## src/rtl/move_sequencer.sv

```systemverilog
// rtl/move_sequencer.sv - two-axis move sequencer: direction settle, joint trigger, joint completion
module move_sequencer #(
  parameter int PULSE_NUM_BITS   = 8,
  parameter int PULSE_WIDTH_BITS = 8,
  parameter int SETTLE_TICKS     = 4
) (
  input  logic                        clk,
  input  logic                        reset,
  input  logic                        clk_en,
  input  logic                        cmd_valid,
  output logic                        cmd_ready,
  input  logic [PULSE_NUM_BITS-1:0]   cmd_x_num,
  input  logic [PULSE_NUM_BITS-1:0]   cmd_y_num,
  input  logic                        cmd_x_dir,
  input  logic                        cmd_y_dir,
  input  logic [PULSE_WIDTH_BITS-1:0] cmd_width,
  output logic [PULSE_NUM_BITS-1:0]   x_pulse_num,
  output logic [PULSE_NUM_BITS-1:0]   y_pulse_num,
  output logic [PULSE_WIDTH_BITS-1:0] x_pulse_width,
  output logic [PULSE_WIDTH_BITS-1:0] y_pulse_width,
  output logic                        x_trigger,
  output logic                        y_trigger,
  input  logic                        x_rdy,
  input  logic                        y_rdy,
  input  logic                        x_done,
  input  logic                        y_done,
  output logic                        x_dir,
  output logic                        y_dir,
  output logic                        busy,
  output logic                        move_done
);

  localparam int CNT_BITS = (SETTLE_TICKS > 1) ? $clog2(SETTLE_TICKS) : 1;
  localparam logic [CNT_BITS-1:0] SETTLE_LAST = CNT_BITS'(SETTLE_TICKS - 1);

  typedef enum logic [2:0] {
    IDLE,
    SETTLE,
    TRIGGER,
    GUARD,
    RUN,
    DONE
  } state_t;

  state_t              state;
  logic [CNT_BITS-1:0] settle_cnt;
  logic                x_seen;
  logic                y_seen;
  logic                both_rdy;
  logic                dir_change;

  assign both_rdy   = x_rdy & y_rdy;
  assign dir_change = (cmd_x_dir != x_dir) || (cmd_y_dir != y_dir);

  assign cmd_ready = (state == IDLE);
  assign busy      = (state != IDLE);
  assign move_done = (state == DONE);
  // Both triggers share one condition so the axes always launch on the same tick.
  assign x_trigger = (state == TRIGGER) & both_rdy;
  assign y_trigger = (state == TRIGGER) & both_rdy;

  always_ff @(posedge clk) begin
    if (reset) begin
      state         <= IDLE;
      settle_cnt    <= '0;
      x_seen        <= 1'b0;
      y_seen        <= 1'b0;
      x_dir         <= 1'b0;
      y_dir         <= 1'b0;
      x_pulse_num   <= '0;
      y_pulse_num   <= '0;
      x_pulse_width <= '0;
      y_pulse_width <= '0;
    end else if (clk_en) begin
      case (state)
        IDLE: begin
          if (cmd_valid) begin
            x_pulse_num   <= cmd_x_num;
            y_pulse_num   <= cmd_y_num;
            x_pulse_width <= cmd_width;
            y_pulse_width <= cmd_width;
            if (dir_change) begin
              x_dir      <= cmd_x_dir;
              y_dir      <= cmd_y_dir;
              settle_cnt <= '0;
              state      <= SETTLE;
            end else begin
              state <= TRIGGER;
            end
          end
        end
        SETTLE: begin
          settle_cnt <= settle_cnt + CNT_BITS'(1);
          if (settle_cnt == SETTLE_LAST) state <= TRIGGER;
        end
        TRIGGER: begin
          if (both_rdy) begin
            x_seen <= 1'b0;
            y_seen <= 1'b0;
            state  <= GUARD;
          end
        end
        // Done levels left over from the previous move are still visible here.
        GUARD: state <= RUN;
        RUN: begin
          x_seen <= x_seen | x_done;
          y_seen <= y_seen | y_done;
          if ((x_seen | x_done) && (y_seen | y_done)) state <= DONE;
        end
        DONE:    state <= IDLE;
        default: state <= IDLE;
      endcase
    end
  end

endmodule
```

## config.mk

```make
export PLATFORM = sky130hd
export DESIGN_NAME = move_sequencer
export DESIGN_NICKNAME = d
export VERILOG_FILES = /design/src/rtl/move_sequencer.sv
export SDC_FILE = /design/constraint.sdc
export NUM_CORES = 1
export LEC_CHECK = 0
export CORE_ASPECT_RATIO = 1.1
export CORE_UTILIZATION = 30
export CTS_CLUSTER_SIZE = 12
export DETAILED_ROUTE_END_ITERATION = 10
export PLACE_DENSITY = 0.6
export SYNTH_ARGS = -nofsm -noshare
export SYNTH_HDL_FRONTEND = slang
export SYNTH_SLANG_ARGS = --single-unit
export TNS_END_PERCENT = 1
```

## constraint.sdc

```tcl
create_clock -name clk -period 1.62 [get_ports clk]
set_input_delay 0.162 -clock clk [delete_from_list [all_inputs] [get_ports clk]]
set_output_delay 0.162 -clock clk [all_outputs]
set_load 0.05 [all_outputs]
```

=== After elaboration in Yosys (flattened, before gate mapping) ===
Cells that the tools add are included.

* Bits in registers: 33
* Bits in latches: 0
* Bits in writable memories: 0
* Bits in read-only memories: 0
* Input port bits: 34
* Memories: 0

* $add $sub $neg: 1
* Multipliers: 0
* Div/mod/pow operators: 0
* $lt $le $gt $ge: 0
* Eq/ne operators: 13
* Shift operators: 0
* Mux-type cells: 12
* Bitwise gates (word level): 4
* Reduce and logical (&&, ||, !) cells: 11

{| class="wikitable"
|+ Operators with widths
! operator !! count
|-
| $pmux W3 S5 || 1
|-
| $mux W3 || 4
|-
| $ne A2 B2 Y1 const B || 4
|-
| $reduce_and A4 Y1 || 2
|-
| $eq A3 B2 Y1 const B || 2
|-
| $eq A3 B3 Y1 const B || 2
|-
| $mux W2 || 3
|-
| $reduce_and A3 Y1 || 2
|-
| $reduce_and A5 Y1 || 1
|-
| $pmux W1 S2 || 2
|-
| $pmux W2 S2 || 1
|-
| $reduce_bool A2 Y1 || 2
|-
| $eq A3 B1 Y1 const B || 1
|-
| $logic_not A3 Y1 || 1
|-
| $reduce_bool A3 Y1 || 1
|-
| $add A2 B1 Y2 const B || 1
|-
| $and A1 B1 Y1 || 2
|-
| $eq A2 B2 Y1 const B || 1
|-
| $ne A1 B1 Y1 || 2
|-
| $ne A2 B1 Y1 const B || 1
|-
| $or A1 B1 Y1 || 2
|-
| $logic_and A1 B1 Y1 || 1
|-
| $logic_or A1 B1 Y1 || 1
|-
| $mux W1 || 1
|}

=== Logic depth before layout (Yosys ltp) ===
* Depth after elaboration: 5
* Gate-level depth with buffers: 6

=== Worst setup path after synthesis ===
Ideal clock, no wire load.

* Path kind: register to output
* Start: register state[1]
* End: output busy
* Arrival time: 2.242 ns
* Data required time: 1.458 ns
* Path slack: -0.784 ns
* Cell stages (with the launch flop): 4
* Cell sequence: dfxtp_1 > clkbuf_1 > nor3_1 > inv_1

* Word-level cells in the longest chain between the ends: 1

{| class="wikitable"
|+ RTL lines
! what !! RTL line !! RTL
|-
| start: declaration || 45 || <nowiki>state_t state;</nowiki>
|-
| start signal: assignment || 64 || <nowiki>state <= IDLE;</nowiki>
|-
| start signal: assignment || 86 || <nowiki>state <= SETTLE;</nowiki>
|-
| start signal: assignment || 88 || <nowiki>state <= TRIGGER;</nowiki>
|-
| $reduce_bool A3 Y1 || 56 || <nowiki>assign busy = (state != IDLE);</nowiki>
|-
| end: declaration || 29 || <nowiki>output logic busy,</nowiki>
|}

Every way passes these cells.

=== Worst setup path in the final report ===
* Start: register state[1]
* End: output y_trigger

* Word-level cells in the longest chain between the ends: 2

{| class="wikitable"
|+ RTL lines
! what !! RTL line !! RTL
|-
| $eq A3 B2 Y1 || 60 || <nowiki>assign y_trigger = (state == TRIGGER) & both_rdy;</nowiki>
|-
| $and A1 B1 Y1 || 60 ||
|-
| end: declaration || 22 || <nowiki>output logic y_trigger,</nowiki>
|}

Every way passes these cells.

==> reports/metrics.yaml <==
hold_class: "in -> reg"
synth_area_um2: 1520
critPathKind: "reg -> out"
drt_iter0_drc: 101
r2r_setup_slack_ps: 210
gp_congestion: 0.751
drive_above_1_share: 0.359
synth_edf_count: 0
avgRoutedWirePerCell_um: 11.7
grt_usage: 0.140
clkSlewWorstSetupHoldPaths_ps: 60
cp_slowest_cell: "dfxtp_2"
max_stage_delay_ps: 430
tightest_slew_ps: 328
r2r_start: "settle_cnt[0]$_SDFFE_PP0P_"
cts_buffer_depth: 2
status: "completed"
hpwl_um: 2540
cts_made_buffers: 5
initial_core_util: 0.320
netlist_instances: 178
hold_ws_ps: 426
synth_ff_type: "dfxtp_1"
fin_skew_ps: 3.37
layout_common_cells: "nand2_1 (45), buf_4 (45), clkdlybuf4s50_1 (33), dfxtp_1 (32), a21oi_1 (16)"
h-tree-depth: 2
synth_fp_nets: 213
root_buffer: "clkbuf_8"
grt_start_max_net_pins: 27
timing.final.crit_share: 0.937
critical_path_required_ps: 1460
hold_violations: 0
avgViaCountPerCell: 4.72
insertion_delay_ps: 280
vias: 1435
drt_drc_violations_left: 0
finalNetCount: 284
grt_overflow: 0
crit_arrival_ps: 1360
setup_tns_ps: 0
portBuffers: 72
ys.warnings.count: 0
peakVddDrop_mv: 0.467
fp.dieH_um: 76.7
p_per_area_nw_per_um2: 874
async_flop_share: 0
cp-start-kind: "flip-flop"
critPathMaxFanout: 7
power_leakage_uw: 0.000953
dr.pass1.iters: 4
grt_pass1_vias: 1298
drv_slew: 0
startpoint: "state[1]$_SDFFE_PP0P_"
dieArea_um2: 5360
synth-xor-area-share: 0.0115
synthMuxAreaShare: 0
cts_setup_buffers: 0
endpoint_kind: "output pin"
crit_chain: "nand3_1 -> nor3_4 -> buf_12"
period_minus_slack_ps: 1520
synth_compound_area_frac: 0.198
synthAdderAreaFrac: 0.00823
wl_um: 3560
seq_area_frac_synth: 0.435
core_um2: 4750
cts_tree: "yes"
clkSinkCount: 33
die_w_um: 69.9
cts_resized: 2
hold_buffers: 0
grt_setup_unrepaired: "no"
grt_antenna_before_repair: 0
synth-seq-cells: 33
detail-route-antenna-nets: 0
synth_top_family_by_area: "simple AND/OR/NAND/NOR gates"
finalSetupViolCount: 0
synth.distinct_cells: 39
slew_headroom: 0.778
yosys.area_share.simple: 0.249
syn2layout_area_growth_pct: 54.7
rows: 26
crit_path_end: "y_trigger"
grt_first_pass_wirelength_um: 6000
fmax_mhz: 659
n_antenna_cell: 0
drv_cap: 0
reg2reg_depth: 5
timing.rr.end: "state[1]$_SDFFE_PP0P_"
synth.avg_cell_area_um2: 8.54
io_pins: 73
==> worst min-delay path by stage <==
stage               slack, ps                       endpoint  cells past startpoint                start
floorplan                 290    x_pulse_num[6]$_SDFFE_PP0P_                      2         cmd_x_num[6]
global placement          440            y_seen$_SDFFE_PP0P_                      2  y_seen$_SDFFE_PP0P_
detailed placement        450            x_seen$_SDFFE_PP0P_                      2  x_seen$_SDFFE_PP0P_
CTS                       420    x_pulse_num[7]$_SDFFE_PP0P_                      3         cmd_x_num[7]
global route              410  y_pulse_width[1]$_SDFFE_PP0P_                      3         cmd_width[1]
finish                    430    x_pulse_num[7]$_SDFFE_PP0P_                      3         cmd_x_num[7]
==> cells in the mapped netlist (2+ instances only) <==
cell / number / share of area
nand2_1: 45 / 0.11
dfxtp_1: 33 / 0.43
o21ai_0: 2 / 0.0066
nand4_1: 2 / 0.0082
buf_2: 4 / 0.013
buf_6: 2 / 0.015
nor2_1: 5 / 0.012
inv_1: 2 / 0.0049
clkbuf_1: 4 / 0.0099
xor2_1: 2 / 0.012
o211ai_1: 2 / 0.0099
and3b_1: 2 / 0.012
nand2_2: 10 / 0.041
a21oi_2: 14 / 0.081
buf_4: 9 / 0.044
nor3_1: 2 / 0.0066
a21oi_1: 16 / 0.053
==> state kept, by name (all words and copies together), names as in the netlist <==
name           cells
x_dir              1
x_seen             1
y_seen             1
state              3
x_pulse_num        8
y_pulse_num        8
y_pulse_width      8
settle_cnt         2
y_dir              1
==> per-stage QoR <==
stage | instance area [um2] | util | std cells | worst slack [ps] | total power [uW]
after global routing | 2350 | 0.495 | 304 | 2.89 | 2170
after global placement | 2270 | 0.478 | 298 | 37.0 | 1520
final | 2350 | 0.495 | 304 | 103 | 2060
after floorplan | 1540 | - | 178 | -87.8 | 1290
after detailed placement | 2270 | 0.478 | 298 | 23.8 | 1530
after CTS | 2350 | 0.495 | 304 | 84.4 | 2090
==> final cells by class <==
type	instances	area (um2)
Clock buffer	5	68.8
Clock inverter	1	5.00
Fill cell	472	2400
Inverter	2	7.51
Multi-Input combinational cell	122	731
Sequential cell	33	662
Tap cell	56	70.1
Timing Repair Buffer	85	808
==> cells by family after synthesis <==
logic type	after synthesis
compound gates	42
simple gates	77
fa+ha+maj	1
buf+inv	23
flops	33
xor+xnor	2
==> worst max-delay path, delay by kind of cell (launching register included) <==
| family | cells | cell delay (ps) |
|---|---|---|
| buf+inv | 1 | 180 |
| simple gates | 2 | 460 |
| flops | 1 | 430 |
==> report_power, final <==
group / switching, uW / internal [uW]
sequential: 32.5 / 854
clock: 270 / 282
combinational: 363 / 255
total: 666 / 1390
==> layer usage <==
metal / up-vias / track usage / wire (um) / part of all wire
li1: 728 / - / - / -
met1: 654 / 0.171 / 1580 / 0.44
met2: 48 / 0.226 / 1700 / 0.48
met3: 5 / 0.0460 / 220 / 0.062
met4: 0 / 0.0540 / 61 / 0.017
met5: - / 0 / 0 / 0
No activity file was read; power rests on OpenSTA's default activity.
